--- config.mk ---
export PLATFORM = sky130hd
export DESIGN_NAME = alu_nibble_sequencer
export DESIGN_NICKNAME = d
export VERILOG_FILES = /design/src/rtl/alu_nibble_sequencer.sv
export SDC_FILE = /design/constraint.sdc
export NUM_CORES = 1
export LEC_CHECK = 0
export ABC_AREA = 1
export CORE_MARGIN = 3
export CORE_UTILIZATION = 53
export CTS_CLUSTER_SIZE = 14
export DETAILED_ROUTE_END_ITERATION = 8
export PLACE_DENSITY = 0.84
export SLEW_MARGIN = 0
export SYNTH_ARGS = -nofsm -noshare
export SYNTH_HDL_FRONTEND = slang
export SYNTH_SLANG_ARGS = --single-unit
--- constraint.sdc ---
create_clock -name clk -period 4.67 [get_ports clk]
set_input_delay 0.934 -clock clk [delete_from_list [all_inputs] [get_ports clk]]
set_output_delay 0.934 -clock clk [all_outputs]
set_load 0.03 [all_outputs]
--- src/rtl/alu_nibble_sequencer.sv ---
// Sequences a 16-bit ADD/SUB/AND/XOR through an external 4-bit ALU slice,
// one nibble per clock, least-significant nibble first.
module alu_nibble_sequencer (
   input  logic        clk,
   input  logic        rst_n,
   input  logic        start,
   input  logic [1:0]  op,
   input  logic [15:0] a_in,
   input  logic [15:0] b_in,
   output logic        busy,
   output logic        done,
   output logic [15:0] result,
   output logic        cout,
   output logic        zero,
   output logic [3:0]  alu_a,
   output logic [3:0]  alu_b,
   output logic [3:0]  alu_s,
   output logic        alu_m_n,
   output logic        alu_ci_n,
   input  logic [3:0]  alu_f,
   input  logic        alu_co_n
);

   typedef enum logic [1:0] {
      ST_IDLE = 2'd0,
      ST_EXEC = 2'd1,
      ST_DONE = 2'd2
   } state_t;

   localparam logic [1:0] OP_ADD = 2'b00;
   localparam logic [1:0] OP_SUB = 2'b01;
   localparam logic [1:0] OP_AND = 2'b10;
   localparam logic [1:0] OP_XOR = 2'b11;

   state_t      r_state;
   state_t      w_next_state;
   logic [1:0]  r_idx;
   logic [1:0]  r_op;
   logic [15:0] r_a;
   logic [15:0] r_b;
   logic [15:0] r_acc;
   logic        r_carry;
   logic [15:0] r_result;
   logic        r_cout;
   logic        r_zero;
   logic        w_arith;
   logic        w_carry_next;
   logic [15:0] w_final;

   assign w_arith      = (r_op == OP_ADD) || (r_op == OP_SUB);
   assign w_carry_next = w_arith ? ~alu_co_n : 1'b0;
   // The last nibble comes straight from the slice so the final result lands in the same edge.
   assign w_final      = {alu_f, r_acc[11:0]};

   assign busy   = (r_state == ST_EXEC);
   assign done   = (r_state == ST_DONE);
   assign result = r_result;
   assign cout   = r_cout;
   assign zero   = r_zero;

   // Next-state decode
   always_comb begin
      w_next_state = r_state;
      case (r_state)
         ST_IDLE: begin
            if (start) begin
               w_next_state = ST_EXEC;
            end else begin
               w_next_state = ST_IDLE;
            end
         end
         ST_EXEC: begin
            if (r_idx == 2'd3) begin
               w_next_state = ST_DONE;
            end else begin
               w_next_state = ST_EXEC;
            end
         end
         ST_DONE: w_next_state = ST_IDLE;
         default: w_next_state = ST_IDLE;
      endcase
   end

   // Slice drive: operand nibbles and function select come only from held registers
   always_comb begin
      alu_a    = 4'h0;
      alu_b    = 4'h0;
      alu_s    = 4'b0000;
      alu_m_n  = 1'b1;
      alu_ci_n = 1'b1;
      if (r_state == ST_EXEC) begin
         alu_a = r_a[{r_idx, 2'b00} +: 4];
         alu_b = r_b[{r_idx, 2'b00} +: 4];
         case (r_op)
            OP_ADD: begin
               alu_s   = 4'b1001;
               alu_m_n = 1'b0;
            end
            OP_SUB: begin
               alu_s   = 4'b0110;
               alu_m_n = 1'b0;
            end
            OP_AND: begin
               alu_s   = 4'b1011;
               alu_m_n = 1'b1;
            end
            OP_XOR: begin
               alu_s   = 4'b0110;
               alu_m_n = 1'b1;
            end
            default: begin
               alu_s   = 4'b0000;
               alu_m_n = 1'b1;
            end
         endcase
         if (!w_arith) begin
            alu_ci_n = 1'b1;
         end else if (r_idx == 2'd0) begin
            // SUB needs a carry of one into the LSB nibble to form A + ~B + 1
            alu_ci_n = (r_op == OP_SUB) ? 1'b0 : 1'b1;
         end else begin
            alu_ci_n = ~r_carry;
         end
      end else begin
         alu_ci_n = 1'b1;
      end
   end

   // State register
   always_ff @(posedge clk or negedge rst_n) begin
      if (!rst_n) begin
         r_state <= ST_IDLE;
      end else begin
         r_state <= w_next_state;
      end
   end

   // Operand capture, nibble accumulation and result/flag update
   always_ff @(posedge clk or negedge rst_n) begin
      if (!rst_n) begin
         r_idx    <= 2'd0;
         r_op     <= 2'b00;
         r_a      <= 16'h0000;
         r_b      <= 16'h0000;
         r_acc    <= 16'h0000;
         r_carry  <= 1'b0;
         r_result <= 16'h0000;
         r_cout   <= 1'b0;
         r_zero   <= 1'b0;
      end else begin
         case (r_state)
            ST_IDLE: begin
               if (start) begin
                  r_a     <= a_in;
                  r_b     <= b_in;
                  r_op    <= op;
                  r_idx   <= 2'd0;
                  r_carry <= 1'b0;
               end
            end
            ST_EXEC: begin
               r_acc[{r_idx, 2'b00} +: 4] <= alu_f;
               r_carry                    <= w_carry_next;
               r_idx                      <= r_idx + 2'd1;
               if (r_idx == 2'd3) begin
                  r_result <= w_final;
                  r_cout   <= w_carry_next;
                  r_zero   <= (w_final == 16'h0000);
               end
            end
            default: begin
               r_idx <= 2'd0;
            end
         endcase
      end
   end

endmodule

==> results.sh <==
export IMPL_worstSetupPathType="reg2out"
export IMPL_yosys_top_cells_count="nand2_1 (126), dfrtp_1 (69), nor2_1 (59)"
export IMPL_clk_latency_ps=340
export IMPL_via_per_inst=5.249
export IMPL_fin_crit_sh_pct=79.01
export IMPL_numPortBuffers=75
export IMPL_drt_wirelength_per_cell_um=13.02
export IMPL_slowest_delay_ps=710
export IMPL_yosys_warnings=0
export IMPL_clockBufferDepth=2
export IMPL_yosysMostFrequentCell="nand2_1"
export IMPL_async_flop_share_pct=100.0
export IMPL_fin_util_pct=73.61
export IMPL_core_area_sq_um=5675
export IMPL_dpl_instance_area_sq_um=3951
export IMPL_overflow=0
export IMPL_power_share_combinational_pct=49.3
export IMPL_num_io_pins=76
export IMPL_fin_area_sq_um=4178
export IMPL_synth_avg_cell_area_sq_um=7.976
export IMPL_cts_tree="done"
export IMPL_ant_nets=0
export IMPL_power_density_nw_per_um2=747.4
export IMPL_worstPathArrival_ps=2760
export IMPL_grt_pass1_wl_um=12310
export IMPL_start_util_pct=56.22
export IMPL_tns_ps=0
export IMPL_syn_area_sq_um=3191
export IMPL_crit_required_ps=3740
export IMPL_syn_inst=400
export IMPL_fmax_mhz=271.0
export IMPL_clock_power_share_pct=17.5
export IMPL_worst_path_buf_inv=4
export IMPL_drt_pass1_iterations=5
export IMPL_finalSetupViolCount=0
export IMPL_fill_cells=425
export IMPL_gp_congestion=0.8214
export IMPL_grt_pass1_vias=2749
export IMPL_finalMaxSlewViolations=0
export IMPL_antenna_found_initial=0
export IMPL_drtIter0Drc=154
export IMPL_vias=2871
export IMPL_grt_max_degree=46
export IMPL_track_usage_pct=21.61
export IMPL_synth_nets=447
export IMPL_max_vdd_ir_drop_v=0.0006757
export IMPL_startpoint_type="flip-flop"
export IMPL_cts_made_buffers=9
export IMPL_seq_power_share_pct=33.2
export IMPL_netlist_cell_type_count=22
export IMPL_cpMaxStageDelayCell="clkdlybuf4s50_1"
export IMPL_intPower_mw=1.766
export IMPL_root_buffer="clkbuf_8"
export IMPL_area_growth_pct=30.94
export IMPL_critPathCaptureType="output pin"
export IMPL_drive_gt1_share_pct=5.263
export IMPL_worst_slew_pin_slew_ps=781.0
export IMPL_p_sw_mw=1.356
export IMPL_status="complete, no violations"
export IMPL_num_rows=27
export IMPL_synth_area_leaders="dfrtp_1 (54%), nand2_1 (15%), nor2_1 (6.9%), nand3_1 (4.4%), inv_1 (3.4%)"
export IMPL_h_tree_depth=3
export IMPL_p_leak_nw=2.063
export IMPL_postCtsHoldBufs=0
export IMPL_crit_fanout=30
export IMPL_skew_ps=6.557
export IMPL_final_hold_violation_count=0
export IMPL_path_cells="buf_4 -> inv_1 -> ha_1 -> clkinv_1 -> o2111ai_1 -> clkdlybuf4s50_1"
export IMPL_antenna_cells=0
export IMPL_dp_hpwl_um=5051
export IMPL_cp_top_family="buffers and inverters"
export IMPL_cts_clk_slew_worst_paths_ps=70
export IMPL_dieArea_sq_um=6987
export IMPL_synth_ff_type="dfrtp_1"
export IMPL_slew_headroom_pct=47.75
export IMPL_cts_resized_gates=0
export IMPL_cts_setup_buffers=0
export IMPL_rsz0062_at_grt="no"
export IMPL_ys_seq_elements=69
export IMPL_drc=0
export IMPL_drv_cap=0
export IMPL_die_h_um=83.59
export IMPL_cts_sinks=69
export IMPL_switching_share_pct=43.44
export IMPL_synth_largest_area_cell="dfrtp_1"
export IMPL_routed_wl_um=7121
export IMPL_die_w_um=83.59
export IMPL_synth_edff_count=0
export IMPL_yosys_area_top_type_share_pct=54.12
export IMPL_power_mw=3.123
export IMPL_hold_path_class="reg2reg"
export IMPL_finalCriticalPeriod_ps=3690
export IMPL_nets=517
export IMPL_ys_seq_area_share_pct=54.12
[stage by stage]
step | hold WS (ps) | setup WS (ps) | cells
2_1_floorplan | 436.6 | 1789 | 400
3_3_place_gp | 455.8 | 1445 | 531
3_5_place_dp | 454.6 | 1334 | 531
4_1_cts | 472.6 | 970.9 | 547
5_1_grt | 492.7 | 702.3 | 547
6_report | 472.4 | 980.4 | 547
[cells by family after synthesis]
logic type / share of synthesized area [%]
and+or+nand+nor: 29.33
AOI/OAI and AO/OA: 7.569
DFF: 54.12
buffers and inverters: 7.019
adders and majority gates: 1.961
[path summary, 6_finish.rpt]
| path | startpoint | end | slack (ps) | depth (start not counted) |
|---|---|---|---|---|
| setup / recovery | r_idx[0]$_DFFE_PN0P_ | alu_ci_n | 980 | 6 |
| hold / removal | r_a[13]$_DFFE_PN0P_ | r_a[13]$_DFFE_PN0P_ | 470 | 2 |
| setup reg to reg | r_state[1]$_DFF_PN0_ | r_b[5]$_DFFE_PN0P_ | 2590 | 4 |
| hold reg to reg | r_a[13]$_DFFE_PN0P_ | r_a[13]$_DFFE_PN0P_ | 470 | 2 |
| max in group asynchronous | rst_n | r_b[9]$_DFFE_PN0P_ | 3100 | 2 |
| min in group asynchronous | rst_n | result[2]$_DFFE_PN0P_ | 650 | 1 |
[registers in the layout, indices dropped and copies added (netlist names)]
register	flops
cout	1
r_a	16
r_acc	12
r_b	16
r_carry	1
r_idx	2
r_op	2
r_state	2
result	16
zero	1
[power groups by stage]
stage               registers, mW  clock network, mW  logic, mW
floorplan                    1.13                  0      0.936
global placement             1.03                  0       1.50
detailed placement           1.04                  0       1.54
CTS                          1.04              0.554       1.55
global route                 1.07              0.581       1.71
finish                       1.04              0.546       1.54
[final cells by class]
type	instances	area, sq um	share of cell area (%)
inverters	33	126.4	3.025
multi-input cells	279	1240	29.68
repair buffers	78	768.2	18.39
flip-flops and latches	69	1727	41.33
clock inverters	3	67.56	1.617
well taps	72	90.09	2.156
clock buffers	13	158.9	3.804
[placed cells by master (no fill, tap or decap)]
cell	Yosys	routed
nand2_1	126	126
clkdlybuf4s50_1	0	74
dfrtp_1	69	69
nor2_1	59	59
inv_1	29	29
nand3_1	28	28
o21ai_0	20	20
a21oi_1	20	20
clkbuf_8	0	11
nand4_1	9	9
ha_1	5	5
o21ai_1	4	4
buf_4	4	3
inv_2	2	2
nand2_4	2	2
o22ai_1	2	2
clkbuf_1	6	2
bufinv_16	0	2
inv_4	1	1
nor2_4	1	1
nand2_2	1	1
clkinv_1	1	1
o2111ai_1	1	1
nor3_1	1	1
clkinvlp_4	0	1
buf_2	9	1
[metal layers]
| metal | share of wire, % | track usage, % |
|---|---|---|
| met4 | 2.3 | 11.26 |
| met1 | 43 | 27.90 |
| met2 | 49 | 34.06 |
| met5 | 0 | 0 |
| met3 | 6.2 | 4.837 |
[worst reg2reg max path: stages (launching register included)]
cell and delay (ps):
dfrtp_1 430, nor2_4 510, nand2_2 640, nor2_1 290, a21oi_1 60
Power figures use the tool's default switching activity.
